--- config.mk ---
export PLATFORM = sky130hd
export DESIGN_NAME = match_engine
export DESIGN_NICKNAME = d
export VERILOG_FILES = /design/src/rtl/match_pkg.sv /design/src/rtl/match_engine.sv
export SDC_FILE = /design/constraint.sdc
export NUM_CORES = 1
export LEC_CHECK = 0
export CORE_MARGIN = 3
export CORE_UTILIZATION = 40
export DETAILED_ROUTE_END_ITERATION = 10
export SLEW_MARGIN = 0
export SYNTH_ARGS = -nofsm -noshare
export SYNTH_HDL_FRONTEND = slang
export SYNTH_SLANG_ARGS = --single-unit
--- constraint.sdc ---
create_clock -name clk -period 4.2 [get_ports clk]
set_input_delay 0.63 -clock clk [delete_from_list [all_inputs] [get_ports clk]]
set_output_delay 0.63 -clock clk [all_outputs]
set_load 0.01 [all_outputs]
--- src/rtl/match_pkg.sv ---
// Shared opcode constants and matcher state encoding, also imported by the side processor.
package match_pkg;

  localparam int unsigned OPC_W = 3;

  localparam logic [OPC_W-1:0] OP_ADD  = 3'd1;
  localparam logic [OPC_W-1:0] OP_EXEC = 3'd4;

  typedef enum logic [2:0] {
    IDLE  = 3'd0,
    REQ   = 3'd1,
    WAIT  = 3'd2,
    EXEC  = 3'd3,
    RESID = 3'd4
  } st_t;

endpackage

--- src/rtl/match_engine.sv ---
// Multi-level price-time matcher: walks opposite-side levels for a taker ADD, emits
// EXEC + fill per crossed level, posts any remainder as an ADD; other ops pass through.
module match_engine
  import match_pkg::*;
#(
  parameter int unsigned PRICE_W    = 48,
  parameter int unsigned QTY_W      = 32,
  parameter int unsigned MAX_LEVELS = 4,
  parameter int unsigned LVL_IDX_W  = (MAX_LEVELS > 1) ? $clog2(MAX_LEVELS) : 1
) (
  input  logic                 clk,
  input  logic                 rstn,

  input  logic                 in_v,
  output logic                 in_r,
  input  logic [OPC_W-1:0]     in_opcode,
  input  logic                 in_side,
  input  logic [PRICE_W-1:0]   in_price,
  input  logic [QTY_W-1:0]     in_qty,

  output logic                 lvl_req_v,
  output logic                 lvl_side,
  output logic [LVL_IDX_W-1:0] lvl_idx,
  input  logic                 lvl_rsp_exists,
  input  logic [PRICE_W-1:0]   lvl_rsp_price,
  input  logic [QTY_W-1:0]     lvl_rsp_qty,

  output logic                 busy,

  output logic                 sp_v,
  input  logic                 sp_r,
  output logic [OPC_W-1:0]     sp_opcode,
  output logic                 sp_side,
  output logic [PRICE_W-1:0]   sp_price,
  output logic [QTY_W-1:0]     sp_qty,

  output logic                 tfill_v,
  input  logic                 tfill_r,
  output logic                 tfill_side,
  output logic [PRICE_W-1:0]   tfill_price,
  output logic [QTY_W-1:0]     tfill_qty,
  output logic                 tfill_last
);

  localparam logic [LVL_IDX_W-1:0] LAST_IDX = LVL_IDX_W'(MAX_LEVELS - 1);

  st_t                  state;
  logic                 side_q;
  logic [PRICE_W-1:0]   px_q;
  logic [QTY_W-1:0]     rem_q;
  logic [QTY_W-1:0]     fq_q;
  logic [LVL_IDX_W-1:0] idx_q;

  logic                 sp_v_q;
  logic [OPC_W-1:0]     sp_op_q;
  logic                 sp_side_q;
  logic [PRICE_W-1:0]   sp_price_q;
  logic [QTY_W-1:0]     sp_qty_q;

  logic                 pass_c;
  logic                 crosses_c;
  logic [QTY_W-1:0]     fill_qty_c;
  logic [QTY_W-1:0]     rem_after_c;

  // Level crossing test and fill size against the level presented in WAIT
  always_comb begin
    fill_qty_c  = (lvl_rsp_qty < rem_q) ? lvl_rsp_qty : rem_q;
    rem_after_c = rem_q - fq_q;
    crosses_c   = lvl_rsp_exists && (lvl_rsp_qty != '0) &&
                  ((side_q == 1'b0) ? (px_q >= lvl_rsp_price) : (px_q <= lvl_rsp_price));
  end

  // Non-ADD ops in IDLE bypass the matcher with zero latency
  always_comb begin
    pass_c    = rstn && (state == IDLE) && (in_opcode != OP_ADD);
    in_r      = rstn && (state == IDLE) && ((in_opcode == OP_ADD) || sp_r);
    sp_v      = pass_c ? in_v      : sp_v_q;
    sp_opcode = pass_c ? in_opcode : sp_op_q;
    sp_side   = pass_c ? in_side   : sp_side_q;
    sp_price  = pass_c ? in_price  : sp_price_q;
    sp_qty    = pass_c ? in_qty    : sp_qty_q;
  end

  always_ff @(posedge clk or negedge rstn) begin
    if (!rstn) begin
      state       <= IDLE;
      side_q      <= 1'b0;
      px_q        <= '0;
      rem_q       <= '0;
      fq_q        <= '0;
      idx_q       <= '0;
      busy        <= 1'b0;
      lvl_req_v   <= 1'b0;
      lvl_side    <= 1'b0;
      lvl_idx     <= '0;
      sp_v_q      <= 1'b0;
      sp_op_q     <= '0;
      sp_side_q   <= 1'b0;
      sp_price_q  <= '0;
      sp_qty_q    <= '0;
      tfill_v     <= 1'b0;
      tfill_side  <= 1'b0;
      tfill_price <= '0;
      tfill_qty   <= '0;
      tfill_last  <= 1'b0;
    end else begin
      case (state)
        IDLE: begin
          if (in_v && (in_opcode == OP_ADD)) begin
            side_q <= in_side;
            px_q   <= in_price;
            rem_q  <= in_qty;
            idx_q  <= '0;
            // Zero-quantity ADDs are dropped without touching the book
            if (in_qty != '0) begin
              state     <= REQ;
              busy      <= 1'b1;
              lvl_req_v <= 1'b1;
              lvl_side  <= ~in_side;
              lvl_idx   <= '0;
            end
          end
        end

        REQ: begin
          lvl_req_v <= 1'b0;
          state     <= WAIT;
        end

        WAIT: begin
          if (crosses_c) begin
            fq_q        <= fill_qty_c;
            state       <= EXEC;
            sp_v_q      <= 1'b1;
            sp_op_q     <= OP_EXEC;
            sp_side_q   <= ~side_q;
            sp_price_q  <= lvl_rsp_price;
            sp_qty_q    <= fill_qty_c;
            tfill_v     <= 1'b1;
            tfill_side  <= ~side_q;
            tfill_price <= lvl_rsp_price;
            tfill_qty   <= fill_qty_c;
            tfill_last  <= (fill_qty_c == rem_q) || (idx_q == LAST_IDX);
          end else begin
            state      <= RESID;
            sp_v_q     <= 1'b1;
            sp_op_q    <= OP_ADD;
            sp_side_q  <= side_q;
            sp_price_q <= px_q;
            sp_qty_q   <= rem_q;
          end
        end

        EXEC: begin
          // EXEC and its fill retire together so the side processor and trade log stay aligned
          if (sp_r && tfill_r) begin
            sp_v_q     <= 1'b0;
            tfill_v    <= 1'b0;
            tfill_last <= 1'b0;
            rem_q      <= rem_after_c;
            if (rem_after_c == '0) begin
              state <= IDLE;
              busy  <= 1'b0;
            end else if (idx_q == LAST_IDX) begin
              state      <= RESID;
              sp_v_q     <= 1'b1;
              sp_op_q    <= OP_ADD;
              sp_side_q  <= side_q;
              sp_price_q <= px_q;
              sp_qty_q   <= rem_after_c;
            end else begin
              idx_q     <= idx_q + LVL_IDX_W'(1);
              state     <= REQ;
              lvl_req_v <= 1'b1;
              lvl_idx   <= idx_q + LVL_IDX_W'(1);
            end
          end
        end

        RESID: begin
          if (sp_r) begin
            sp_v_q <= 1'b0;
            busy   <= 1'b0;
            state  <= IDLE;
          end
        end

        default: begin
          state <= IDLE;
          busy  <= 1'b0;
        end
      endcase
    end
  end

endmodule

### Word level (Yosys, flattened, before mapping)

Index checks and enable logic that the tools add are counted.
W data, S select, Z words.

* add/subtract/negate cells: 2
* bitwise operators: 3
* mux-type cells: 65
* shift operators: 0
* eq/ne operators: 17
* multiply operators: 0
* reduce and logical (&&, ||, !) cells: 30
* magnitude comparators: 3
* divide/modulo/power cells: 0

Operators by type and width (number)
* $mux W32: 8
* $mux W48: 5
* $pmux W32 S2: 2
* $pmux W48 S2: 1
* $reduce_bool A32 Y1: 2
* $ge A48 B48 Y1: 1
* $le A48 B48 Y1: 1
* $mux W3: 12
* $eq A32 B32 Y1: 1
* $logic_not A32 Y1: 1
* $lt A32 B32 Y1: 1
* $sub A32 B32 Y32: 1
* $mux W1: 21
* $reduce_and A6 Y1: 3
* $pmux W3 S5: 1
* $ne A2 B2 Y1 const B: 7
* $mux W2: 6
* $reduce_and A3 Y1: 4
* $pmux W2 S2: 2
* $reduce_and A4 Y1: 2
* $logic_and A1 B1 Y1: 7
* $eq A3 B1 Y1 const B: 2
* $eq A3 B2 Y1 const B: 2
* $pmux W1 S2: 3
* other kinds (16): 24

* bits in latches: 0
* bits in registers: 259
* memories kept: 0
* input port bits: 170
* bits in read-only memories: 0
* RAM bits: 0

### Depth between registers and ports, before layout

* word-level depth: 6
* depth in mapped cells: 16
* mapped depth without buffers: 13

### Least setup slack after synthesis

Ideal clock, no wire load.

* path type: reg-to-reg
* start: register fq_q[4]
* end: register sp_qty_q[10]
* arrival: 3.548 ns
* required time: 4.075 ns
* buffers on the path: 2
* stages on the path, launching flop included: 15
* slack: 0.526 ns
* clock period less this slack: 3.674 ns
* cells stage by stage: dfrtp_1 inv_1 ha_1 and2_4 a221oi_2 a21oi_1 o311a_1 a21o_1 or3b_1 nor4_2 nand4_1 and2_1 buf_6 buf_6 mux2_4

* longest elaborated chain between the ends: 5
* elaborated cells on any way between the ends: 8

RTL lines
* start: declaration: line match_engine.sv:51 `logic [QTY_W-1:0] fq_q;`
* start signal: assignment: line match_engine.sv:132 `fq_q <= fill_qty_c;`
* $sub A32 B32 Y32 *: line match_engine.sv:68 `rem_after_c = rem_q - fq_q;`
* branches (longest 4 deep; another with $logic_not A32 Y1)
* end signal: assignment: line match_engine.sv:138 `sp_qty_q <= fill_qty_c;`
* end signal: assignment: line match_engine.sv:150 `sp_qty_q <= rem_q;`
* end signal: assignment: line match_engine.sv:170 `sp_qty_q <= rem_after_c;`
* end: declaration: line match_engine.sv:58 `logic [QTY_W-1:0] sp_qty_q;`

Mark *: on every way between the ends. The select of a mux whose other input is x is not followed.
A chain may end at the register's enable or synchronous reset.

### Worst setup path after layout

* start: register state[1]
* end: output sp_qty[18]

* longest elaborated chain between the ends: 4

RTL lines
* start: declaration: line match_engine.sv:47 `st_t state;`
* start signal: assignment: line match_engine.sv:86 `state <= IDLE;`
* start signal: assignment: line match_engine.sv:116 `state <= REQ;`
* start signal: assignment: line match_engine.sv:127 `state <= WAIT;`
* $logic_not A3 Y1: line match_engine.sv:75 `pass_c = rstn && (state == IDLE) && (in_opcode != OP_ADD);`
* $logic_and A1 B1 Y1 (2 in a row): line match_engine.sv:75
* $mux W32: line match_engine.sv:81 `sp_qty = pass_c ? in_qty : sp_qty_q;`
* end: declaration: line match_engine.sv:35 `output logic [QTY_W-1:0] sp_qty,`

No other way between the ends.

==> summary.txt <==
Final Max Slew Viols: 0
CP startpoint kind: flop
Syn Nets: 2211
Share of power burned in registers: 22.8%
Synth Area in Compound Gates: 17.1%
Met3 Wirelength: 4510 um
Total Power: 20.1 mW
Finished Cell Area: 0.0228 sq mm
Net Sw Power: 8.97 mW
DPL Wire Length: 50300 um
Initial core utilization: 41.0%
Grt ovf: 0
Max cap viols: 0
Clk buf depth: 3
Seq cells post-synth: 258
DP Area: 0.0217 sq mm
RSZ-0062 raised after global routing: false
Min Tclk post-route: 4010 ps
Initial antenna violation count: 6
R2R setup slack: 190 ps
Worst slack at placement: -38.4 ps
Fmax: 249 MHz
Detail Route met2 WL: 31200 um
Logic pwr share: 63.1%
Number of I/O port buffers: 343
Core area: 0.0414 sq mm
Placement Rows: 74
Clock Latency Late Sink: 600 ps
Final worst-path cycle share: 95.5%
Crit path required time: 3570 ps
Antenna-violating nets left: 0
Post-Synthesis Cells: 1929
Die area: 0.0449 sq mm
Crit-path max FO: 58
Post-synth ARST share: 100%
Sink Count: 258
Switching Share: 44.6%
CP max stage cell: buf_4
Hold Vio Cnt, Final: 0
Largest net degree at the start of global routing: 148
Die Y: 212 um
Gr usage total: 28.9%
Synth cell types: 70
H-tree depth: 1
Setup violators final: 0
CP max stage delay: 580 ps
Synth area leaders: dfrtp_1 (38%), ha_1 (8.2%), nand2_1 (6.4%), mux2_2 (5.6%), mux2i_1 (3.8%)
Largest family of logic cells by synthesized area: compound AO/OA/AOI/OAI gates
CP delay by family, top: buffers and inverters
Post-synth top area share: 38.1%
Rel. slew slack: 22.9%
DRC errors left: 0
Xor/xnor cell area share of the yosys netlist: 2.22%
Layout area overhead: 34.4%
Yosys warns: 0
Final Skew: 18.6 ps
Metal-1 WL: 28900 um
Vias in the first global route: 16500
Post-synth top flop: dfrtp_1
CTS tree: built
Syn_area_per_cell: 8.79 sq um
Pwr Density: 883 mW/mm^2
Layout Nets: 2592
WS Path Type: flop to output pin
CTS Root Cell: clkbuf_16
Postcts setup bufs: 0
Crit end category: output pin
Clk slew on worst S/H paths: 60 ps
Vias: 16300
Synth Area in Simple Gates: 16.1%
Final wirelength: 66200 um
Sequential share of the synthesized area: 38.1%
Hold Path Class: input pin to asynchronous set/reset pin
First-pass GRT wire length: 101000 um
Layout cells sized above 1: 12.4%
Post-Synth Adder-Cell Area: 8.31%
Mux share of post-synthesis cell area: 12.0%
Wire length per cell: 23.1 um
Top Metal Used: met5
1st-iter DRT viols: 1232
Post-synth EDFFs: 0
CTS buffer count: 31
RD Place Congestion: 0.916
TritonRoute pass-1 iters: 5
Post-route setup slack: 190 ps
CP bufs+invs: 3
Routed vias/inst: 5.69
Status: completed
WP data arrival: 3380 ps
Internal: 11.2 mW
CP Cell Sequence: nor3_1 > buf_4 > nand2_1 > nor2_4 > buf_4 > mux2_2 > clkdlybuf4s50_1
Leakage power: 10.4 nW
Worst-margin pin slew: 1160 ps
Clock share of power: 14.1%
Hold buffers post-CTS: 0
Top cell by count, worst path: buf_4
Top-level I/O count: 344
Cell taking the most area after synthesis: dfrtp_1
Die width: 212 um
Peak supply drop: 426 uV
Cts repair resizes: 0
Cell area after synthesis: 0.0170 sq mm
worst reg2reg max path, cell delays in order, from the launching register on:
cell      delay, ps
dfrtp_1         410
inv_1            80
ha_1            430
nand2_1         170
or3_1           380
a21o_1          250
a311oi_2        320
buf_4           190
a41oi_1         130
xnor2_1         340
buf_4           200
nor3_2           50
nand4_1         160
and2_4          210
buf_4           350
o221ai_1        200
registers in the layout, indices dropped and copies added, names as in the netlist, 2 cells and up:
name         flops
lvl_idx          2
rem_q           32
fq_q            32
sp_price_q      48
sp_op_q          2
px_q            48
tfill_price     48
sp_qty_q        32
idx_q            2
state            3
placed cells by master, fill, tap and decap left out, types with 28 or more instances in the layout:
| cell | n |
|---|---|
| buf_4 | 86 |
| inv_1 | 172 |
| nand2_1 | 289 |
| nor4_1 | 30 |
| dfrtp_1 | 258 |
| ha_1 | 110 |
| o21ai_0 | 106 |
| nor2_1 | 100 |
| mux2i_1 | 65 |
| a21oi_1 | 125 |
| nand4_1 | 37 |
| o211ai_1 | 62 |
| clkdlybuf4s50_1 | 342 |
| a21o_1 | 29 |
| mux2_2 | 84 |
| nand3_1 | 67 |
| clkbuf_16 | 31 |
| mux2_4 | 28 |
power by group through the flow:
stage	clock network (mW)	logic, mW	registers, mW
finish	2.85	12.7	4.59
global route	3.00	13.8	4.71
CTS	2.89	12.5	4.57
detailed placement	0	12.4	4.58
global placement	0	12.3	4.56
floorplan	0	6.97	4.53
cells in the mapped netlist, drive strengths merged (7+ instances only):
cell type    n
a21oi      128
mux2       114
nor3        22
nor4        31
nand3       68
xor2        25
nand2      291
and3         7
o21a        13
nand4       37
clkbuf      82
buf         15
mux2i       65
inv        172
dfrtp      258
o21ai      119
a21o        29
o211ai      62
nor2       102
or3         11
xnor2       18
o21bai      17
ha         111
a211oi      24
a31oi       19
metrics by stage:
step | util, % | hold slack (ps) | setup TNS [ps] | std cells
2_1_floorplan | - | 334 | 0 | 1929
3_3_place_gp | 52.4 | 456 | -257 | 2809
3_5_place_dp | 52.4 | 462 | -144 | 2809
4_1_cts | 55.0 | 220 | 0 | 2865
5_1_grt | 55.1 | 263 | 0 | 2867
6_report | 55.1 | 213 | 0 | 2868
final cells by class:
type / instances / area, sq um
Antenna cell: 3 / 7.51
Clock buffer: 46 / 922
Clock inverter: 10 / 140
Fill cell: 3809 / 18600
Inverter: 172 / 646
Multi-Input combinational cell: 1402 / 9560
Sequential cell: 258 / 6460
Tap cell: 532 / 666
Timing Repair Buffer: 445 / 4400
layer usage:
| metal | global-route usage (%) | up-vias |
|---|---|---|
| met5 | 0 | - |
| li1 | - | 7588 |
| met1 | 39.4 | 8041 |
| met4 | 6.72 | 2 |
| met3 | 5.82 | 94 |
| met2 | 47.6 | 593 |
logic make-up (layout without fill, tap and decap cells):
logic type                 count (synthesis)  count (layout)
AOI/OAI and AO/OA                        463             463
xor gates and xnor gates                  43              43
adders and majority gates                112             112
buffers and inverters                    269             673
DFF                                      258             258
muxes                                    179             179
other                                      0               3
and+or+nand+nor                          605             605
path summary, 6_finish.rpt:
kind / start / depth (start not counted) / end
hold reg to reg: tfill_price[3] / 2 / tfill_price[3]
min in group clk: tfill_price[3] / 2 / tfill_price[3]
setup reg to reg: fq_q[11] / 15 / sp_side_q
hold / removal: rstn / 2 / tfill_price[40]
setup / recovery: state[1] / 7 / sp_qty[18]
max in group asynchronous: rstn / 4 / tfill_price[19]
(Power assumes the default switching activity.)
